==> config.mk <==
export PLATFORM = sky130hd
export DESIGN_NAME = neuron_sched
export DESIGN_NICKNAME = d
export VERILOG_FILES = /design/src/rtl/neuron_sched_pkg.sv /design/src/rtl/neuron_acc.sv /design/src/rtl/neuron_sched.sv
export SDC_FILE = /design/constraint.sdc
export NUM_CORES = 1
export LEC_CHECK = 0
export CAP_MARGIN = 20
export CORE_ASPECT_RATIO = 0.75
export CORE_MARGIN = 4
export CORE_UTILIZATION = 40
export CTS_CLUSTER_SIZE = 28
export DETAILED_ROUTE_END_ITERATION = 10
export DONT_BUFFER_PORTS = 1
export GPL_TIMING_DRIVEN = 0
export PLACE_DENSITY = 0.59
export SLEW_MARGIN = 20
export SYNTH_ARGS = -nofsm -noshare
export SYNTH_HDL_FRONTEND = slang
export SYNTH_HIERARCHICAL = 1
export SYNTH_SLANG_ARGS = --single-unit
==> constraint.sdc <==
create_clock -name clk -period 33.8 [get_ports clk]
set_input_delay 6.76 -clock clk [delete_from_list [all_inputs] [get_ports clk]]
set_output_delay 6.76 -clock clk [all_outputs]
set_load 0.05 [all_outputs]
==> src/rtl/neuron_sched_pkg.sv <==
// neuron_sched_pkg: shared types and constants for the neuron scheduler.
//   state_e    : scheduler FSM states
//   DEF_*      : default geometry and firing threshold
//   sum_width(): bits needed to hold a full weighted sum without overflow
package neuron_sched_pkg;

   typedef enum logic [1:0] {
      StIdle,
      StRun,
      StDrain,
      StDone
   } state_e;

   localparam int unsigned DEF_NUM_SPIKES  = 16;
   localparam int unsigned DEF_WBITS       = 4;
   localparam int unsigned DEF_NUM_NEURONS = 8;
   localparam int unsigned DEF_THRESHOLD   = 32;

   // Worst case is every spike set with every weight at its maximum value.
   function automatic int unsigned sum_width(input int unsigned num_spikes,
                                             input int unsigned wbits);
      return $clog2(num_spikes * ((32'd1 << wbits) - 32'd1) + 32'd1);
   endfunction

endpackage

==> src/rtl/neuron_acc.sv <==
// neuron_acc: combinational weighted sum of one weight row and threshold compare.
// Ports:
//   spikes  : latched input spike vector, one bit per synapse
//   weights : weight row, weight j at bits [j*WBITS +: WBITS]
//   fire    : 1 when the sum of weights with a set spike bit is >= THRESHOLD
module neuron_acc
   import neuron_sched_pkg::*;
#(
   parameter int unsigned NUM_SPIKES = DEF_NUM_SPIKES,
   parameter int unsigned WBITS      = DEF_WBITS,
   parameter int unsigned THRESHOLD  = DEF_THRESHOLD
) (
   input  logic [NUM_SPIKES-1:0]       spikes,
   input  logic [NUM_SPIKES*WBITS-1:0] weights,
   output logic                        fire
);

   localparam int unsigned SW = sum_width(NUM_SPIKES, WBITS);

   logic [SW-1:0] sum;

   always_comb begin
      sum = '0;
      for (int j = 0; j < NUM_SPIKES; j++) begin
         if (spikes[j]) begin
            sum = sum + SW'(weights[j*WBITS +: WBITS]);
         end
      end
   end

   // Compare at 32 bits so a threshold beyond the sum range simply never fires.
   assign fire = (32'(sum) >= 32'(THRESHOLD));

endmodule

==> src/rtl/neuron_sched.sv <==
// neuron_sched: time-multiplexes NUM_NEURONS threshold neurons onto one neuron_acc.
// One weight row is read per RUN cycle; the row returns a cycle later and is
// evaluated against the spike vector latched at accept.
// Ports:
//   clk, rst_n                    : clock, asynchronous active-low reset
//   in_valid, in_ready, in_spikes : input spike-vector handshake
//   wt_rd_en, wt_addr, wt_rd_data : weight-row memory, 1-cycle read latency
//   out_valid, out_ready, out_spikes : result handshake
//   busy                          : high whenever not idle
// Build option: define NEURON_SCHED_WTA_EN for winner-take-all output
// (only the lowest-index firing neuron is reported).
module neuron_sched
   import neuron_sched_pkg::*;
#(
   parameter int unsigned NUM_SPIKES  = DEF_NUM_SPIKES,
   parameter int unsigned WBITS       = DEF_WBITS,
   parameter int unsigned NUM_NEURONS = DEF_NUM_NEURONS,
   parameter int unsigned THRESHOLD   = DEF_THRESHOLD,
   localparam int unsigned AW         = $clog2(NUM_NEURONS)
) (
   input  logic                        clk,
   input  logic                        rst_n,
   input  logic                        in_valid,
   output logic                        in_ready,
   input  logic [NUM_SPIKES-1:0]       in_spikes,
   output logic                        wt_rd_en,
   output logic [AW-1:0]               wt_addr,
   input  logic [NUM_SPIKES*WBITS-1:0] wt_rd_data,
   output logic                        out_valid,
   input  logic                        out_ready,
   output logic [NUM_NEURONS-1:0]      out_spikes,
   output logic                        busy
);

   localparam logic [AW-1:0] LAST = AW'(NUM_NEURONS - 1);

   state_e                  state_q, state_d;
   logic [AW-1:0]           cnt_q, cnt_d;
   logic [NUM_SPIKES-1:0]   spikes_q, spikes_d;
   logic [NUM_NEURONS-1:0]  result_q, result_d;
   // eval_q marks that wt_rd_data holds the row read last cycle at eval_addr_q.
   logic                    eval_q, eval_d;
   logic [AW-1:0]           eval_addr_q, eval_addr_d;
   logic                    fire;

   neuron_acc #(
      .NUM_SPIKES (NUM_SPIKES),
      .WBITS      (WBITS),
      .THRESHOLD  (THRESHOLD)
   ) u_acc (
      .spikes  (spikes_q),
      .weights (wt_rd_data),
      .fire    (fire)
   );

   always_comb begin
      state_d     = state_q;
      cnt_d       = cnt_q;
      spikes_d    = spikes_q;
      result_d    = result_q;
      eval_d      = 1'b0;
      eval_addr_d = eval_addr_q;
      in_ready    = 1'b0;
      wt_rd_en    = 1'b0;
      wt_addr     = '0;
      out_valid   = 1'b0;

      if (eval_q) begin
`ifdef NEURON_SCHED_WTA_EN
         // Rows arrive in ascending order, so the first fire seen is the winner.
         if (fire && (result_q == '0)) begin
            result_d[eval_addr_q] = 1'b1;
         end
`else
         result_d[eval_addr_q] = fire;
`endif
      end

      unique case (state_q)
         StIdle: begin
            in_ready = 1'b1;
            if (in_valid) begin
               spikes_d = in_spikes;
               result_d = '0;
               cnt_d    = '0;
               state_d  = StRun;
            end
         end
         StRun: begin
            wt_rd_en    = 1'b1;
            wt_addr     = cnt_q;
            eval_d      = 1'b1;
            eval_addr_d = cnt_q;
            if (cnt_q == LAST) begin
               cnt_d   = '0;
               state_d = StDrain;
            end else begin
               cnt_d = cnt_q + AW'(1);
            end
         end
         StDrain: begin
            state_d = StDone;
         end
         StDone: begin
            out_valid = 1'b1;
            if (out_ready) begin
               state_d = StIdle;
            end
         end
         default: begin
            state_d = StIdle;
         end
      endcase
   end

   always_ff @(posedge clk or negedge rst_n) begin
      if (!rst_n) begin
         state_q     <= StIdle;
         cnt_q       <= '0;
         spikes_q    <= '0;
         result_q    <= '0;
         eval_q      <= 1'b0;
         eval_addr_q <= '0;
      end else begin
         state_q     <= state_d;
         cnt_q       <= cnt_d;
         spikes_q    <= spikes_d;
         result_q    <= result_d;
         eval_q      <= eval_d;
         eval_addr_q <= eval_addr_d;
      end
   end

   assign busy       = (state_q != StIdle);
   assign out_spikes = result_q;

endmodule

==> impl_metrics.prom <==
# TYPE chip_impl_metric gauge
chip_impl_metric{name="antenna_found_initial",unit=""} 1
chip_impl_metric{name="max_slew.worst_pin.slew",unit="ns"} 0.715
chip_impl_metric{name="slowest_delay",unit="ns"} 0.52
chip_impl_metric{name="htree_num_levels",unit=""} 2
chip_impl_metric{name="synth.yosys.seq_area_share",unit=""} 0.149
chip_impl_info{name="min_from",value="spikes_q[15]"} 1
chip_impl_metric{name="critical_path.max_fanout",unit=""} 8
chip_impl_metric{name="firstDrtPassIters",unit=""} 4
chip_impl_metric{name="dieWidth",unit="um"} 144
chip_impl_metric{name="timing.hold.worst_path_depth",unit=""} 1
chip_impl_metric{name="antenna_cells_inserted",unit=""} 0
chip_impl_info{name="type_of_destination_of_the_critical_path",value="register"} 1
chip_impl_metric{name="clock-sinks",unit=""} 33
chip_impl_info{name="setup.worst_path.start_class",value="primary input"} 1
chip_impl_metric{name="layout_min_cycle_time",unit="ns"} 20.23
chip_impl_metric{name="final_area",unit="sq um"} 5920
chip_impl_metric{name="synth_enable_flop_cells",unit=""} 0
chip_impl_metric{name="clock_path_buffers",unit=""} 2
chip_impl_info{name="r2r_start",value="spikes_q[0]"} 1
chip_impl_metric{name="synth_async_sr_flop_share",unit=""} 1.00
chip_impl_metric{name="grt_pass1_vias",unit=""} 4217
chip_impl_metric{name="synth.net_count",unit=""} 787
chip_impl_metric{name="route.detailed.vias_per_inst",unit=""} 5.35
chip_impl_metric{name="route.final.wire_length",unit="mm"} 11.9
chip_impl_metric{name="drv_slew",unit=""} 0
chip_impl_metric{name="dr.first_iter.drc_count",unit=""} 180
chip_impl_metric{name="globalplace.congestion",unit=""} 0.778
chip_impl_metric{name="count_of_instances_resized_after_the_clock_tree_is_built",unit=""} 0
chip_impl_metric{name="worstPathBufferInverterCount",unit=""} 8
chip_impl_metric{name="initial_core_util",unit=""} 0.407
chip_impl_metric{name="synth_top_cell_area_share",unit=""} 0.149
chip_impl_info{name="cpMostUsedCell",value="fa_1"} 1
chip_impl_metric{name="synthesis.instances",unit=""} 622
chip_impl_metric{name="timing.critical_path.arrival",unit="ns"} 20.43
chip_impl_metric{name="final.period_utilization",unit=""} 0.599
chip_impl_metric{name="cts.hold.buffers_added",unit=""} 0
chip_impl_metric{name="area.growth.synth_to_final",unit="%"} 6.50
chip_impl_metric{name="maximum_number_of_pins_on_one_net_before_global_route_repair",unit=""} 34
chip_impl_metric{name="grt_pass1_wl",unit="mm"} 19.5
chip_impl_metric{name="drc_errors",unit=""} 0
chip_impl_metric{name="dr_vias",unit=""} 4300
chip_impl_metric{name="layout-drive-gt1-share",unit=""} 0.119
chip_impl_metric{name="timing.final.hold_violations",unit=""} 0
chip_impl_metric{name="cts.repair_timing.setup_buffer_count",unit=""} 0
chip_impl_metric{name="ys_warn_count",unit=""} 6
chip_impl_metric{name="timing.fmax",unit="MHz"} 49.4
chip_impl_metric{name="grt_overflow_total",unit=""} 0
chip_impl_metric{name="clkSlewWorstSetupHoldPaths",unit="ns"} 0.05
chip_impl_metric{name="reg2regPathDepth",unit=""} 59
chip_impl_metric{name="maxCapViolCount",unit=""} 0
chip_impl_metric{name="ant_nets",unit=""} 0
chip_impl_metric{name="num-nets-final",unit=""} 794
chip_impl_metric{name="clk-insertion-delay-late",unit="ns"} 0.27
chip_impl_metric{name="maxSlewHeadroom",unit=""} 0.523
chip_impl_metric{name="setup_tns",unit="ns"} 0
chip_impl_info{name="worst_path_max_delay_cell",value="fa_1"} 1
chip_impl_metric{name="postSynthAreaPerCell",unit="sq um"} 8.94
chip_impl_metric{name="setup.reg_to_reg.worst_slack",unit="ns"} 19.58
chip_impl_info{name="synth_ff_type",value="dfrtp_1"} 1
chip_impl_metric{name="postSynthRegisterBits",unit=""} 33
chip_impl_metric{name="detailedPlacementHpwl",unit="mm"} 10.1
chip_impl_metric{name="portBuffers",unit=""} 0
chip_impl_metric{name="fp.dieH",unit="um"} 110
chip_impl_metric{name="placedInstanceArea",unit="sq um"} 5780
chip_impl_info{name="cts_tree",value="yes"} 1
chip_impl_metric{name="die-area",unit="sq um"} 15900
chip_impl_metric{name="post_synth_num_cell_types",unit=""} 65
chip_impl_metric{name="finalSetupViolations",unit=""} 0
chip_impl_metric{name="post_drt_wl_per_cell",unit="um"} 14.8
chip_impl_metric{name="critical_path_required",unit="ns"} 34.00
chip_impl_info{name="timing.rr.end",value="out_spikes[1]"} 1
chip_impl_info{name="outcome",value="complete, no violations"} 1
chip_impl_info{name="min_delay_worst_endpoint",value="spikes_q[15]"} 1
chip_impl_metric{name="top_level_ports",unit=""} 99
chip_impl_info{name="rsz0062_at_grt",value="false"} 1
chip_impl_info{name="post-synth-top-area-cell",value="dfrtp_1"} 1
chip_impl_metric{name="syn_area",unit="sq um"} 5560
chip_impl_info{name="timing.critical_path.max_delay_family",value="adder cells"} 1
chip_impl_metric{name="gr-usage-all-layers",unit=""} 0.148
chip_impl_info{name="yosys-top-cells-area",value="dfrtp_1, ha_1, mux2_4"} 1
chip_impl_metric{name="cts-buffers-inserted",unit=""} 5
chip_impl_metric{name="core_area",unit="sq um"} 13700
chip_impl_metric{name="worst_clock_skew",unit="ns"} 0.00434
chip_impl_metric{name="row_count",unit=""} 37
chip_impl_info{name="ctsRootBufferMaster",value="clkbuf_16"} 1
chip_impl_info{name="min-delay-path-class",value="reg -> reg"} 1
chip_impl_info{name="criticalPathCategory",value="in -> reg"} 1
## cell usage after synthesis (all sizes together) (11+ instances only)
library cell and number:
mux2 46, o21ai 54, a21oi 28, nor3 11
dfrtp 33, ha 66, fa 15, a21o 21
xnor2 37, inv 54, nor2b 29, mux2i 27
buf 11, nor2 36, nand2 30, o21a 19
## kinds of logic (layout without fill, tap and decap cells)
logic type      after synthesis  after routing  synth area share
simple gates                161            161             0.160
fa+ha+maj                    81             81             0.203
mux                          73             73             0.159
flops                        33             33             0.149
compound gates              152            152             0.171
buf+inv                      70             77            0.0632
xor+xnor                     52             52            0.0959
## cells in the final DEF (no fill, tap or decap), types with 4 or more instances in the layout
master / count
xnor2_1: 36
dfrtp_1: 33
and2_1: 5
a21oi_1: 27
nand3_1: 9
buf_6: 8
o21a_1: 19
nand2b_1: 10
clkbuf_1: 6
xnor3_1: 4
ha_1: 66
fa_1: 15
nor2b_1: 29
o21ai_0: 25
mux2i_1: 27
o21ai_1: 29
o211ai_1: 5
mux2_4: 26
nor2_1: 36
nand2_1: 30
clkbuf_16: 5
nor3_1: 10
a211oi_1: 4
and3_1: 4
a21o_1: 21
inv_1: 53
xor2_1: 10
mux2_2: 19
## cell type report
cell class / count / area, sq um
clock buffers: 7 / 143
plain buffers: 16 / 149
multi-input cells: 519 / 4380
inverters: 54 / 203
fillers: 1330 / 7730
well taps: 175 / 219
flip-flops and latches: 33 / 826
## how the worst max path moves through the flow
| stage | from | endpoint | slack, ns | depth (start not counted) |
|---|---|---|---|---|
| 6_report | wt_rd_data[0] | out_spikes[1] | 13.57 | 59 |
| 3_5_place_dp | wt_rd_data[0] | out_spikes[1] | 13.17 | 59 |
| 5_1_grt | wt_rd_data[0] | out_spikes[4] | 12.27 | 59 |
| 4_1_cts | wt_rd_data[0] | out_spikes[1] | 13.45 | 59 |
| 3_3_place_gp | wt_rd_data[0] | out_spikes[1] | 13.52 | 54 |
| 2_1_floorplan | wt_rd_data[0] | out_spikes[0] | 14.69 | 54 |
## sequential cells by signal, summed over array words and instances, names as in the netlist
signal / cells
cnt_q: 3
out_spikes: 8
eval_q: 1
spikes_q: 16
state_q: 2
eval_addr_q: 3
## stage by stage
| step | util | std cells | setup WS (ns) | hold WS (ns) |
|---|---|---|---|---|
| global route | 0.434 | 804 | 12.27 | 0.547 |
| finish | 0.434 | 804 | 13.57 | 0.535 |
| CTS | 0.434 | 804 | 13.45 | 0.537 |
| detailed placement | 0.423 | 797 | 13.17 | 0.525 |
| floorplan | - | 622 | 14.69 | 0.480 |
| global placement | 0.423 | 797 | 13.52 | 0.518 |
## routing by layer
metal  GRT usage  up-vias  routed length, um
li1            -     2219                  -
met1       0.206     2002               5820
met2       0.237       71               5210
met3      0.0410        6                790
met4      0.0213        2                 50
met5           0        -                 20
Power is not shown: default switching activity piles up to over one toggle a cycle in this logic, so the estimate is an artifact.
